### src/rtl/br_predict_ctrl.sv
// br_predict_ctrl: 2-bit counter branch predictor control, in-order resolve.
// Define BP_GSHARE_EN for gshare indexing with a speculative, repairable GHR.
module br_predict_ctrl #(
  parameter int QDEPTH = 4,
  parameter int HIST   = 6
) (
  input  logic        clk,
  input  logic        reset,
  input  logic        fetch_valid,
  input  logic [15:0] fetch_pc,
  output logic        fetch_stall,
  output logic        predict_taken,
  input  logic        resolve_valid,
  input  logic        resolve_taken,
  output logic        resolve_ready,
  output logic        flush,
  output logic [5:0]  br_read_index,
  input  logic [1:0]  br_dataout,
  output logic        br_write,
  output logic [5:0]  br_write_index,
  output logic [1:0]  br_datain
);

  localparam int PW = (QDEPTH > 1) ? $clog2(QDEPTH) : 1;
  localparam int unused_hist = HIST;

  typedef struct packed {
    logic [5:0]      idx;
`ifdef BP_GSHARE_EN
    logic [HIST-1:0] snap;
`endif
    logic            pred;
  } bq_t;

  typedef enum logic {IDLE, UPDATE} st_t;

  st_t           state;
  bq_t           q [QDEPTH];
  logic [PW-1:0] head;
  logic [PW-1:0] tail;
  logic [PW:0]   count;
  logic [5:0]    upd_idx;
  logic          upd_taken;

  logic [5:0]    fetch_idx;
  logic          full;
  logic          empty;
  logic          res_hs;
  logic          mispred;
  logic          push;
  logic          sat_hi;
  logic          sat_lo;
  bq_t           head_e;
  bq_t           new_e;
  logic          unused_pc;

`ifdef BP_GSHARE_EN
  logic [HIST-1:0] ghr;
`endif

  assign unused_pc = ^{fetch_pc[15:7], fetch_pc[0]};

  // Fetch index: PC word bits, optionally hashed with global history.
  always_comb begin
`ifdef BP_GSHARE_EN
    fetch_idx = fetch_pc[6:1] ^ ghr;
`else
    fetch_idx = fetch_pc[6:1];
`endif
  end

  // Queue status, handshakes and the entry pushed on accept.
  always_comb begin
    head_e      = q[head];
    full        = (count == (PW+1)'(QDEPTH));
    empty       = (count == '0);
    fetch_stall = full | (state == UPDATE);
    resolve_ready = (state == IDLE) & ~empty;
    res_hs      = resolve_valid & resolve_ready;
    mispred     = res_hs & (resolve_taken != head_e.pred);
    flush       = mispred;
    push        = fetch_valid & ~fetch_stall & ~mispred;
    predict_taken = br_dataout[1];
    new_e.idx   = fetch_idx;
`ifdef BP_GSHARE_EN
    new_e.snap  = ghr;
`endif
    new_e.pred  = br_dataout[1];
  end

  // Array port muxing and saturating counter update.
  always_comb begin
    sat_hi         = (br_dataout == 2'b11);
    sat_lo         = (br_dataout == 2'b00);
    br_read_index  = (state == UPDATE) ? upd_idx : fetch_idx;
    br_write       = (state == UPDATE) & ~reset;
    br_write_index = (state == UPDATE) ? upd_idx : 6'd0;
    br_datain      = 2'b00;
    if (state == UPDATE) begin
      unique case (1'b1)
        upd_taken & ~sat_hi:  br_datain = br_dataout + 2'd1;
        upd_taken & sat_hi:   br_datain = 2'b11;
        ~upd_taken & ~sat_lo: br_datain = br_dataout - 2'd1;
        ~upd_taken & sat_lo:  br_datain = 2'b00;
      endcase
    end
  end

  // Control FSM, queue pointers and pending counter update.
  always_ff @(posedge clk) begin
    if (reset) begin
      state     <= IDLE;
      head      <= '0;
      tail      <= '0;
      count     <= '0;
      upd_idx   <= 6'd0;
      upd_taken <= 1'b0;
    end else begin
      unique case (state)
        IDLE: begin
          if (res_hs) begin
            state     <= UPDATE;
            upd_idx   <= head_e.idx;
            upd_taken <= resolve_taken;
          end
          if (mispred) begin
            head  <= '0;
            tail  <= '0;
            count <= '0;
          end else begin
            if (res_hs)
              head <= head + 1'b1;
            if (push)
              tail <= tail + 1'b1;
            if (push & ~res_hs)
              count <= count + 1'b1;
            else if (res_hs & ~push)
              count <= count - 1'b1;
          end
        end
        UPDATE: begin
          state <= IDLE;
        end
      endcase
    end
  end

  // Entry storage; only written on an accepted fetch.
  always_ff @(posedge clk) begin
    if (!reset && push)
      q[tail] <= new_e;
  end

`ifdef BP_GSHARE_EN
  // Speculative history: shift on accept, repair from snapshot on mispredict.
  always_ff @(posedge clk) begin
    if (reset)
      ghr <= '0;
    else if (mispred)
      ghr <= {head_e.snap[HIST-2:0], resolve_taken};
    else if (push)
      ghr <= {ghr[HIST-2:0], br_dataout[1]};
  end
`endif

endmodule
### config.mk
export PLATFORM = sky130hd
export DESIGN_NAME = br_predict_ctrl
export DESIGN_NICKNAME = d
export VERILOG_FILES = /design/src/rtl/br_predict_ctrl.sv
export SDC_FILE = /design/constraint.sdc
export NUM_CORES = 1
export LEC_CHECK = 0
export ABC_AREA = 1
export BUFFER_PORTS_ARGS = -buffer_cell sky130_fd_sc_hd__buf_2
export CORE_MARGIN = 3
export CORE_UTILIZATION = 50
export DETAILED_ROUTE_END_ITERATION = 8
export GPL_ROUTABILITY_DRIVEN = 0
export PLACE_DENSITY = 0.74
export SYNTH_ARGS = -nofsm -noshare
export SYNTH_HDL_FRONTEND = slang
export SYNTH_SLANG_ARGS = --single-unit
### constraint.sdc
create_clock -name clk -period 5.44 [get_ports clk]
set_input_delay 1.088 -clock clk [delete_from_list [all_inputs] [get_ports clk]]
set_output_delay 1.088 -clock clk [all_outputs]
set_load 0.1 [all_outputs]
# --- After elaboration in Yosys (flattened, before gate mapping) ---
# Memories as Yosys holds them, arrays and structs flattened. A register that Yosys moved wholly into a read port is not among the register bits.
# Index checks and enable logic that the tools add are counted.
word_totals:
  romBits: 0
  ff_bits: 15
  mem_count: 1
  ramBits: 28
  in_bits: 23
  latch_bits: 0
op_classes:
  order_cmp: 0
  addsub: 6
  mul: 0
  eq_ne: 3
  shift: 0
  mux: 17
  n_div: 0
  n_reduce_logical: 11
  n_bitwise: 23
memory_table:
  columns: ["memory", "depth", "word_bits", "rd", "rd_clocked_by_memory_dff", "write_ports", "line", "rtl"]
  rows:
  - ["q", 4, 7, 1, 1, 1, "38", "bq_t q [QDEPTH];"]
op_table:
  columns: ["cell", "n"]
  rows:
  - ["$mux W2", 7]
  - ["$and A1 B1 Y1", 12]
  - ["$mux W6", 2]
  - ["$not A1 Y1", 10]
  - ["$mux W3", 3]
  - ["$pmux W2 S4", 1]
  - ["$reduce_and A2 Y1", 4]
  - ["$add A2 B1 Y2 const B", 3]
  - ["$reduce_bool A2 Y1", 2]
  - ["$add A3 B1 Y3 const B", 1]
  - ["$eq A3 B3 Y1 const B", 1]
  - ["$logic_not A3 Y1", 1]
  - ["$mux W1", 3]
  - ["$reduce_bool A3 Y1", 1]
  - ["$sub A3 B1 Y3 const B", 1]
  - ["$eq A2 B2 Y1 const B", 1]
  - ["$logic_not A2 Y1", 1]
  - ["$pmux W1 S2", 1]
  - ["$sub A2 B1 Y2 const B", 1]
  - ["$logic_and A1 B1 Y1", 1]
  - ["$logic_not A1 Y1", 1]
  - ["$ne A1 B1 Y1", 1]
  - ["$or A1 B1 Y1", 1]

# --- Depth between registers and ports, before layout ---
depth:
  depth_word: 12
  depth_mapped: 14

# --- Least setup slack after synthesis ---
# Ideal clock, no wire load.
synth_timing:
  path_kind: "input to output"
  startpoint: "in br_dataout[1]"
  endpoint: "out br_datain[0]"
  cell_stages: 2
  slack_ns: 1.709
  t_arrival_ns: 2.643
  path_buffers: 0
  t_required_ns: 4.352
  cell_sequence: "o21ai_0 -> a21oi_1"
synth_via:
  elab_chain_cells: 5
  elab_cells_between_ends: 10
  cone_classes: "eq/ne: 1; mux: 2; bitwise: 6; reduce/logical: 1"
synth_lines:
  columns: ["item", "line", "rtl"]
  rows:
  - ["start: declaration", "18", "input logic [1:0] br_dataout,"]
  - ["$eq A2 B2 Y1 / $logic_not A2 Y1 (equally long branches)", "93, 94", null]
  - ["$not A1 Y1, on equally long branches", "101, 103", null]
  - ["$and A1 B1 Y1, on equally long branches", "101, 103", null]
  - ["$pmux W2 S4 *", "100", "unique case (1'b1)"]
  - ["$mux W2 *", "99", "if (state == UPDATE) begin"]
  - ["end: declaration", "21", "output logic [1:0] br_datain"]
# Every way passes the cells marked *; elsewhere a longest branch is shown, timed or not.

# --- Final worst setup path ---
layout_timing:
  startpoint: "in resolve_valid"
  endpoint: "out flush"
layout_via:
  elab_chain_cells: 2
layout_lines:
  columns: ["item", "line", "rtl"]
  rows:
  - ["start: declaration", "13", "input logic resolve_valid,"]
  - ["$and A1 B1 Y1", "79", "res_hs = resolve_valid & resolve_ready;"]
  - ["$and A1 B1 Y1", "80", "mispred = res_hs & (resolve_taken != head_e.pred);"]
  - ["end: declaration", "16", "output logic flush,"]
# No other way between the ends.

==> flow_summary_export.csv <==
group,metric,value,unit
detailed_routing,wl_per_cell,13.73,um
critical_path,cells_along_the_critical_path,"buf_2 -> nand3_4 -> inv_2 -> nand3_2 -> inv_1 -> buf_2",
critical_path,crit_path_top_delay_cell,"buf_2",
critical_path,crit_arrival,2.37,ns
floorplanning,die_width,70.12,um
yosys,netlist-cell-type-count,24,
cells_and_area,leading_cell_type_in_the_layout_fill_and_taps_excluded,"nand2_1",
sta,fin_worst_skew,0.005915,ns
sta,timing.hold.ws,0.5027,ns
yosys,synthAdderAreaFrac,0.03408,
detailed_routing,post-route-drc-count,0,
sta,rsz0062_at_grt,"false",
sta,hold_viol,0,
sta,timing_worst_slew_pin_value,0.7371,ns
clocking,tritoncts_clock_tree,"built",
yosys,postSynth.asyncResetShare,0,
global_route,antenna_found_initial,0,
run,max-cap-violations,0,
detailed_routing,vias_per_instance,4.962,
global_route,track_usage,0.1699,
yosys,synth_seq_area_share,0.5746,
hold_path,hold_path.class,"reg2reg",
cells_and_area,most-common-layout-cells,"nand2_1 (36), nor2_1 (34), buf_2 (31)",
placement,place.detailed.hpwl,2718,um
yosys,synth_edf_count,28,
floorplanning,boundaryPins,42,
yosys,area_share_of_and_or_nand_nor_cells_after_synthesis,0.1984,
detailed_routing,wl,3983,um
clocking,clock_root_buffer,"clkbuf_8",
floorplanning,initial_utilization,0.5412,
floorplanning,chipHeight,70.12,um
cells_and_area,fraction_of_final_layout_cells_with_drive_strength_greater_than_1,0.1983,
critical_path,nature_of_the_critical_path_startpoint,"primary input",
detailed_routing,antenna_violating_nets_post_route,0,
yosys,cell_count_after_synthesis,210,
global_route,largest_net_degree_at_the_start_of_global_routing,16,
cells_and_area,layoutNonFillerInstCount,290,
floorplanning,floorplan.die_area,0.004917,mm2
clocking,numCtsBuffers,5,
run_status,status,"complete, no violations",
critical_path,worst_ep_required_time,4.35,ns
sta,setup-tns-final,0,ns
critical_path,cpMostUsedCell,"buf_2",
sta,highest_clock_rate,289.0,MHz
yosys,ys.flop_type,"edfxtp_1",
yosys,avgSynthCellArea,9.789,um2
cells_and_area,final_area,0.002298,mm2
global_route,global_route_wire_length_before_repair,6375,um
critical_path,cp_max_fo,12,
placement,dpl.cell_count,282,
cells_and_area,layout-area-overhead-vs-synth,11.81,%
sta,setup_viol_count_final,0,
yosys,post_synth_instance_area,0.002056,mm2
clocking,cts.clk_slew.worst_paths,0.08,ns
yosys,synth-compound-area-share,0.08643,
global_route,grt_overflow,0,
yosys,dominant_combinational_cell_family_by_area_after_synthesis,"simple AND/OR/NAND/NOR gates",
yosys,synth_seq_cells,45,
critical_path,worstSetupEndpointType,"output port",
cells_and_area,utilization,0.6051,
global_route,grt_pass1_vias,1300,
detailed_routing,first_pass_iters,4,
floorplanning,placement_rows,22,
yosys,synthMuxAreaShare,0,
floorplanning,core_area,0.003799,mm2
power,irDropWorstVdd,201.5,uV
cells_and_area,antenna_diode_count,0,
clocking,cts_post_setup_buffers_inserted,0,
placement,post_placement_cell_area,0.002208,mm2
yosys,yosys.area_share.xor_xnor,0.02617,
detailed_routing,vias,1439,
power,power-per-cell-area,555.5,mW/mm2
yosys,syn-num-nets,238,
detailed_routing,initialDrtViolationCount,91,
placement,place.port_buffers,31,
sta,layout_worst_path_cycle_share,0.6360,
clocking,cts_hold_repair.buffers,0,
sta,maxSlewHeadroom,0.5068,
clocking,numClockSinks,45,
clocking,cts_repair_resize_count,0,
critical_path,max_stage_delay,0.42,ns
sta,maxSlewViolCount,0,
power,leakagePower,0.001029,uW
sta,layout_min_cycle_time,3.460,ns
clocking,clock_latency_on_the_worst_skew_pair,0.29,ns
clocking,cts.htree.levels,2,
clocking,maximum_buffer_depth_of_the_clock_tree,2,
critical_path,worstSetupPathType,"in2out",
cells_and_area,final_net_count,269,
yosys,yosys_warnings,0,
## flip-flops by register name (all words and copies together), names as in the netlist, named ones only
| register | cells |
|---|---|
| head | 2 |
| state | 1 |
| upd_idx | 6 |
| q | 28 |
| count | 3 |
| tail | 2 |
| upd_taken | 1 |
## per-layer routing
layer | vias to the layer above | GRT usage | part of all wire | wire length [um]
met2 | 43 | 0.2728 | 0.48 | 1921
met3 | 4 | 0.04029 | 0.063 | 249
met5 | - | 0 | 0 | 0
met4 | 0 | 0.06383 | 0.014 | 57
li1 | 745 | - | - | -
met1 | 647 | 0.2225 | 0.44 | 1755
## cells by family (layout without fill, tap and decap cells)
kind of cell	count (synthesis)	in the layout
AO/OA/AOI/OAI	34	34
XOR/XNOR	4	4
flip-flops	45	45
buffers and inverters	33	65
AND/OR/NAND/NOR	89	89
adder cells (fa/ha/maj)	5	5
## worst max-delay path: cells and delay by family
kind | cells | cell delay [ns]
buffers and inverters | 4 | 0.86
and+or+nand+nor | 2 | 0.42
## metrics by stage
step	power, uW	setup slack (ns)
after floorplan	993.5	1.709
after global placement	1062	1.976
after detailed placement	1075	1.970
after CTS	1285	1.966
after global routing	1354	1.779
final	1277	1.980
## layout make-up
| class | instances | area, um2 |
|---|---|---|
| clock buffers | 8 | 90.09 |
| fillers | 334 | 1500 |
| inverters | 26 | 102.6 |
| repair buffers | 31 | 155.1 |
| well taps | 48 | 60.06 |
| flip-flops and latches | 45 | 1181 |
| multi-input cells | 132 | 709.4 |
## power breakdown
part / switching, uW / internal (uW) / total [uW]
Clock: 105 / 104 / 209
Sequential: 54.2 / 426 / 480
Combinational: 444 / 144 / 588
## cells in the mapped netlist, types with 2 or more instances
master | count | area share
xor2_1 | 3 | 0.013
buf_2 | 2 | 0.0049
nor2_1 | 34 | 0.062
inv_1 | 24 | 0.044
o22ai_1 | 6 | 0.018
ha_1 | 4 | 0.024
nand2_1 | 36 | 0.066
nand2_2 | 3 | 0.0091
nand3_1 | 10 | 0.024
a21oi_1 | 8 | 0.019
o21ai_0 | 20 | 0.049
buf_6 | 4 | 0.022
nand3_2 | 2 | 0.0097
edfxtp_1 | 28 | 0.41
dfxtp_1 | 17 | 0.17
## path summary, 6_finish.rpt
kind,startpoint,slack (ns),cells past startpoint,end
worst max register to register,flop,2.82,8,q[1][0]
worst max-delay path,resolve_valid,1.98,6,flush
worst min register to register,count[1],0.50,2,count[1]
worst min-delay path,count[1],0.50,2,count[1]
(Power assumes the default switching activity.)
